## config.mk

```make
export PLATFORM = sky130hd
export DESIGN_NAME = pwm_deadtime
export DESIGN_NICKNAME = d
export VERILOG_FILES = /design/src/rtl/pwm_deadtime.sv
export SDC_FILE = /design/constraint.sdc
export NUM_CORES = 1
export LEC_CHECK = 0
export ABC_AREA = 1
export BUFFER_PORTS_ARGS = -buffer_cell sky130_fd_sc_hd__buf_4
export CORE_ASPECT_RATIO = 2
export CORE_MARGIN = 4
export CORE_UTILIZATION = 50
export DETAILED_ROUTE_END_ITERATION = 7
export PLACE_DENSITY = 0.73
export SLEW_MARGIN = 20
export SYNTH_ARGS = -nofsm -noshare
export SYNTH_HDL_FRONTEND = slang
export SYNTH_SLANG_ARGS = --single-unit
```

## constraint.sdc

```tcl
create_clock -name clk -period 1.53 [get_ports clk]
set_input_delay 0.0765 -clock clk [delete_from_list [all_inputs] [get_ports clk]]
set_output_delay 0.0765 -clock clk [all_outputs]
set_load 0.05 [all_outputs]
```

## src/rtl/pwm_deadtime.sv

```systemverilog
// pwm_deadtime: complementary half-bridge drive with programmable dead time and latched fault trip
module pwm_deadtime #(
  parameter int DT_WIDTH = 16,
  parameter int SW_WIDTH = 8
) (
  input  logic                clk,
  input  logic                rst,
  input  logic                pwm,
  input  logic                en,
  input  logic [DT_WIDTH-1:0] dead_time,
  input  logic                fault,
  input  logic                fault_clr,
  output logic                pwm_h,
  output logic                pwm_l,
  output logic                fault_latched,
  output logic                dt_active,
  output logic [SW_WIDTH-1:0] swallow_cnt
);
  typedef enum logic [2:0] {OFF, DT_H, H_ON, DT_L, L_ON} state_t;
  state_t state;
  logic [DT_WIDTH-1:0] cnt;
  logic pwm_r;
  logic cnt_done;
  logic [SW_WIDTH-1:0] sw_next;
  assign cnt_done = cnt[DT_WIDTH-1:1] == '0;
  assign sw_next = swallow_cnt + SW_WIDTH'(swallow_cnt != '1);
  assign pwm_h = state == H_ON;
  assign pwm_l = state == L_ON;
  assign dt_active = state == DT_H || state == DT_L;
  always_ff @(posedge clk) begin
    if (rst) begin
      state <= OFF;
      cnt <= '0;
      pwm_r <= 1'b0;
      fault_latched <= 1'b0;
      swallow_cnt <= '0;
    end else begin
      pwm_r <= pwm;
      fault_latched <= fault ? 1'b1 : fault_clr ? 1'b0 : fault_latched;
      if (fault || !en) state <= OFF;
      else case (state)
        OFF: if (!fault_latched) begin
          state <= pwm_r ? DT_H : DT_L;
          cnt <= dead_time;
        end
        // a reversal inside the dead interval restarts it toward the other side
        DT_H: if (!pwm_r) begin
          state <= DT_L;
          cnt <= dead_time;
          swallow_cnt <= sw_next;
        end else if (cnt_done) state <= H_ON;
        else cnt <= cnt - 1'b1;
        DT_L: if (pwm_r) begin
          state <= DT_H;
          cnt <= dead_time;
          swallow_cnt <= sw_next;
        end else if (cnt_done) state <= L_ON;
        else cnt <= cnt - 1'b1;
        H_ON: if (!pwm_r) begin
          state <= DT_L;
          cnt <= dead_time;
        end
        L_ON: if (pwm_r) begin
          state <= DT_H;
          cnt <= dead_time;
        end
        default: state <= OFF;
      endcase
    end
  end
endmodule
```

# Yosys cells after proc, flatten, opt, wreduce, memory -nomap -nowiden
# Index checks and enable logic that the tools add are counted.
[word_totals] reg_bits=29 input_bits=22 output_inout_bits=12
[classes] n_addsub=2 n_eq_ne=12 muxes=21 n_bitwise=1 n_reduce_logical=12
[op_table] op="$mux 16" count=6
[op_table] op="$pmux 16 s5" count=1
[op_table] op="$mux 3" count=7
[op_table] op="$mux 8" count=2
[op_table] op="$pmux 8 s2" count=1
[op_table] op="$sub 16x1->16 const B" count=1
[op_table] op="$logic_not 15->1" count=1
[op_table] op="$pmux 3 s5" count=1
[op_table] op="$reduce_and 5->1" count=2
[op_table] op="$add 8x1->8" count=1
[op_table] op="$ne 2x2->1 const B" count=4
[op_table] op="$ne 8x8->1 const B" count=1
[op_table] op="$eq 3x2->1 const B" count=2
[op_table] op="$ne 3x3->1 const B" count=2
[op_table] op="$reduce_bool 5->1" count=1
[op_table] op="$reduce_and 4->1" count=1
[op_table] op="$reduce_bool 2->1" count=2
[op_table] op="$eq 3x1->1 const B" count=1
[op_table] op="$eq 3x3->1 const B" count=1
[op_table] op="$logic_not 3->1" count=1
[op_table] op="$logic_or 1x1->1" count=2
[op_table] op="$mux 1" count=2
[op_table] op="$mux 2" count=1
[op_table] op="$ne 2x1->1 const B" count=1
[op_table] op="3 further kinds" count=3

# Logic depth before layout (Yosys ltp)
[depth] depth_word=4 depth_mapped=11

# Worst setup path before layout
# OpenSTA, ideal clock, no wires.
[synth_path] kind="reg2reg" start="reg state[1]" end="reg cnt[13]" setup_ns=0.120 arrival_ns=2.257 t_required_ns=1.410 path_slack_ns=-0.847 stages_incl_launch_ff=11 path_buffers=1 synth_period_minus_slack_ns=2.377 cell_sequence="dfxtp_1 inv_2 nor3_1 nand2_1 nand2_1 inv_2 nand2_4 inv_2 buf_6 o21ai_0 a21oi_1"
[synth_via] elab_chain_cells=3 word_cells_on_any_way=11
[synth_rtl] element="from (decl)" line_no="20" text="state_t state;"
[synth_rtl] element="from (signal assigned)" line_no="43" text="state <= pwm_r ? DT_H : DT_L;"
[synth_rtl] element="$eq 3x2->1 (*)"
[synth_rtl] element="named net pwm_h" line_no="13" text="output logic pwm_h,"
[synth_rtl] element="$reduce_bool 5->1 (no source line) or $ne 2x2->1 (tied branches)"
[synth_rtl] element="$reduce_and 5->1 (no source line)"
[synth_rtl] element="to (signal assigned)" line_no="44" text="cnt <= dead_time;"
[synth_rtl] element="to (signal assigned)" line_no="49" text="cnt <= dead_time;"
[synth_rtl] element="to (signal assigned)" line_no="52" text="else cnt <= cnt - 1'b1;"
[synth_rtl] element="to (decl)" line_no="21" text="logic [DT_WIDTH-1:0] cnt;"
# The timed path passes the listed nets; every way through them passes the cells marked *.
# A chain may end at the register's enable or synchronous reset.

# Final worst setup path
[layout_path] start="reg swallow_cnt[7]" end="reg swallow_cnt[4]"
[layout_via] elab_chain_cells=4 word_cells_on_any_way=5
[layout_rtl] element="from (decl)" line_no="17" text="output logic [SW_WIDTH-1:0] swallow_cnt"
[layout_rtl] element="from (signal assigned)" line_no="50" text="swallow_cnt <= sw_next;"
[layout_rtl] element="from (signal assigned)" line_no="56" text="swallow_cnt <= sw_next;"
[layout_rtl] element="$ne 8x8->1 (*)" line_no="26" text="assign sw_next = swallow_cnt + SW_WIDTH'(swallow_cnt != '1);"
[layout_rtl] element="$add 8x1->8 (*)" line_no="26"
[layout_rtl] element="$mux 8, on equally long branches" line_no="53, 47"
[layout_rtl] element="$pmux 8 s2 (*)" line_no="41" text="else case (state)"
# Mark *: on every way between the ends. The rest lies on a longest branch, timed or not. The select of a mux whose other input is x is not followed.

==> summary.md <==
| Metric | Value |
|---|---|
| Fin Clk Skew | `0.003037 ns` |
| Final Hold Fails | `0` |
| H-tree levels | `2` |
| Asr flop ratio synth | `0%` |
| Max Cap Viol | `0` |
| Synthesis-to-layout area growth | `55.59%` |
| Gr usage total | `a little under a quarter` |
| Crit-path max FO | `3` |
| Cell area after layout | `0.002823 mm²` |
| Synthesized area | `around 0.0018 mm²` |
| Post-route ant nets | `0` |
| Post-synth EDFFs | `0` |
| Worst EP arrival | `1.77 ns` |
| Final min period | `1.592 ns` |
| Maximum vdd ir drop | `0.8224 mV` |
| Initial antenna violation count | `0` |
| Setup violations, final | `4` |
| Row count | `30` |
| First-pass GRT wire length | `8.480 mm` |
| Type of the worst setup path | `reg2reg` |
| Most common cell on crit path | `ha_4` |
| Fin util | `81.74%` |
| Post-Syn Nets | `303` |
| WHS | `0.02866 ns` |
| Critical path startpoint | `swallow_cnt[7]$_SDFFE_PP0P_` |
| Share of layout cells above drive strength 1 | `48.44%` |
| Nets | `about 380` |
| Fmax | `628.3 MHz` |
| CP required | `1.71 ns` |
| Most common flop cell mapped by yosys | `dfxtp_1` |
| Dpl hpwl | `3.881 mm` |
| Cell Count, Final, Fillers Out | `about 400` |
| Detailed-route wire length per cell | `about 15 µm` |
| Worst-margin pin slew | `0.6105 ns` |
| Die width | `about 50 µm` |
| Fin worst setup slack | `-0.06160 ns` |
| Max stage delay on crit path | `0.35 ns` |
| Setup_tns | `-0.1433 ns` |
| 1st-iter DRT viols | `64` |
| Hold crit path type | `in2reg` |
| Largest net degree at the start of global routing | `20` |
| Inst Count DP | `387` |
| Worst Min Path Start | `rst` |
| CTS sink cnt | `29` |
| Failing checks | `setup timing` |
| Bufs on Longest Clock Path | `2` |
| CTS tree | `yes` |
| Initial core utilization | `a little over half` |
| LEAKAGE | `1.267 nW` |
| Post-DR vias/cell | `5.486` |
| TritonRoute pass-1 iters | `4` |
| Syn avg cell area | `6.526 µm²` |
| Status | `finished with violations` |
| Syn Inst Count | `278` |
| Slowest cell on the critical path | `dfxtp_4` |
| Ys Warns | `0` |
| Fillers | `240` |
| Unrepaired setup endpoints after global routing | `yes` |
| Relative slew slack | `59.26%` |
| Die Ht | `93.19 µm` |
| Placed cell areas | `0.002412 mm²` |
| WL final | `roughly 6.0 mm` |
| Power density cells | `754.8 mW/mm²` |
| CP top delay family | `simple AND/OR/NAND/NOR gates` |
| Sequential area share after synthesis | `32.00%` |
| Antenna diode instance count | `0` |
| RR Startpoint | `swallow_cnt[7]$_SDFFE_PP0P_` |
| Power Total | `2.131 mW` |
| Crit start category | `flop` |
| Die area | `0.004715 mm²` |
| Dpl ws | `-0.03261 ns` |
| CP Capture Type | `flop` |
| Total global routing overflow | `0` |
| Skew-Pair Late Insertion Delay | `0.29 ns` |
| Clock-pin slew of the registers on the worst-case setup and hold paths | `0.06 ns` |
| Final period util | `104.0%` |
| Most frequent cells in the layout | `69 x buf_4, 43 x nand2_1, 36 x a21oi_1` |
| Drc violations | `0` |
| Max-slew violations | `0` |
| Gp weighted congestion | `0.8452` |
| Root buffer cell | `clkbuf_8` |
| Yosys reg bits | `29` |
| Synth cell types | `33` |
| Detailed-route via count | `2200` |
| Port bufs | `33` |
| IO Pins | `34` |
| Core area | `0.003453 mm²` |
| Most common library cell in the layout ignoring fill and taps | `buf_4` |
| Cells along the critical path | `nand2_2 > nor3_2 > nand2_1 > ha_4 > ha_4 > inv_2 > nor2_4 > buf_6 > a31oi_4 > nor2_1` |
| Buf/Inv on CP | `2` |
| Vias in the first global route | `between 2000 and 2500` |
| CTS Buf Count | `5` |
==> worst reg2reg max path: cells and delay by family, from the launching register on <==
kind	cells	cell delay, ns
adder cells (fa/ha/maj)	2	0.34
flip-flops	1	0.35
AND/OR/NAND/NOR	5	0.46
AO/OA/AOI/OAI	1	0.16
buffers and inverters	2	0.17
==> layout make-up <==
class | count | area [µm²] | area share, %
Clock buffer | 5 | 68.82 | 2.438
Timing Repair Buffer | 75 | 606.8 | 21.50
Inverter | 38 | 153.9 | 5.452
Sequential cell | 29 | 648.1 | 22.96
Clock inverter | 3 | 12.51 | 0.4433
Tap cell | 48 | 60.06 | 2.128
Multi-Input combinational cell | 203 | 1272 | 45.08
==> cell usage after synthesis, types with 2 or more instances <==
master	number	area, µm²
a21oi_1	45	225.2
buf_2	4	20.02
buf_6	2	22.52
clkbuf_1	2	7.510
dfxtp_1	29	580.6
ha_1	3	37.54
inv_1	34	127.6
inv_2	3	11.26
nand2_1	51	191.4
nand2_2	3	18.77
nand3_1	18	90.09
nand4_1	3	18.77
nor2_1	30	112.6
nor2_2	2	12.51
nor3_1	4	20.02
o21a_1	2	15.01
o21ai_0	24	120.1
o21bai_1	2	15.01
or2_2	3	18.77
==> registers in the layout, summed over array words and instances (netlist names) <==
name and count:
cnt 16, fault_latched 1, pwm_r 1, state 3
swallow_cnt 8
==> what timing repair did <==
item	in CTS	in global routing
setup endpoints to repair	9	26
buffers inserted	0	4
pin swaps	0	28
resized for setup	6	83
hold endpoints to repair	1	0
hold buffers	1	0
cloned	0	1
==> cell families after synthesis <==
group                    share of synthesized area [%]
AO/OA/AOI/OAI                                    23.66
buffers and inverters                            10.69
flip-flops                                       32.00
adder cells (fa/ha/maj)                          2.069
XOR/XNOR                                        0.4828
AND/OR/NAND/NOR                                  31.10
==> where the power goes <==
part	switching (mW)	total [mW]	internal [mW]
clock	0.308	0.613	0.305
combinational	0.383	0.701	0.318
sequential	0.0392	0.816	0.777
total	0.730	2.13	1.40
==> per-layer routing <==
metal | routed length (µm) | track usage, %
met5 | 0 | 0
met3 | 188 | 4.147
met2 | 3532 | 46.62
met1 | 1989 | 20.02
met4 | 312 | 13.48
==> path summary, 6_finish.rpt <==
path | end | slack [ns] | cells past startpoint
setup reg to reg | swallow_cnt[4]$_SDFFE_PP0P_ | -0.06 | 10
setup / recovery | swallow_cnt[4]$_SDFFE_PP0P_ | -0.06 | 10
hold / removal | pwm_r$_SDFF_PP0_ | 0.03 | 2
hold reg to reg | fault_latched$_SDFFE_PP0P_ | 0.50 | 2
No activity file was read; power rests on OpenSTA's default activity.
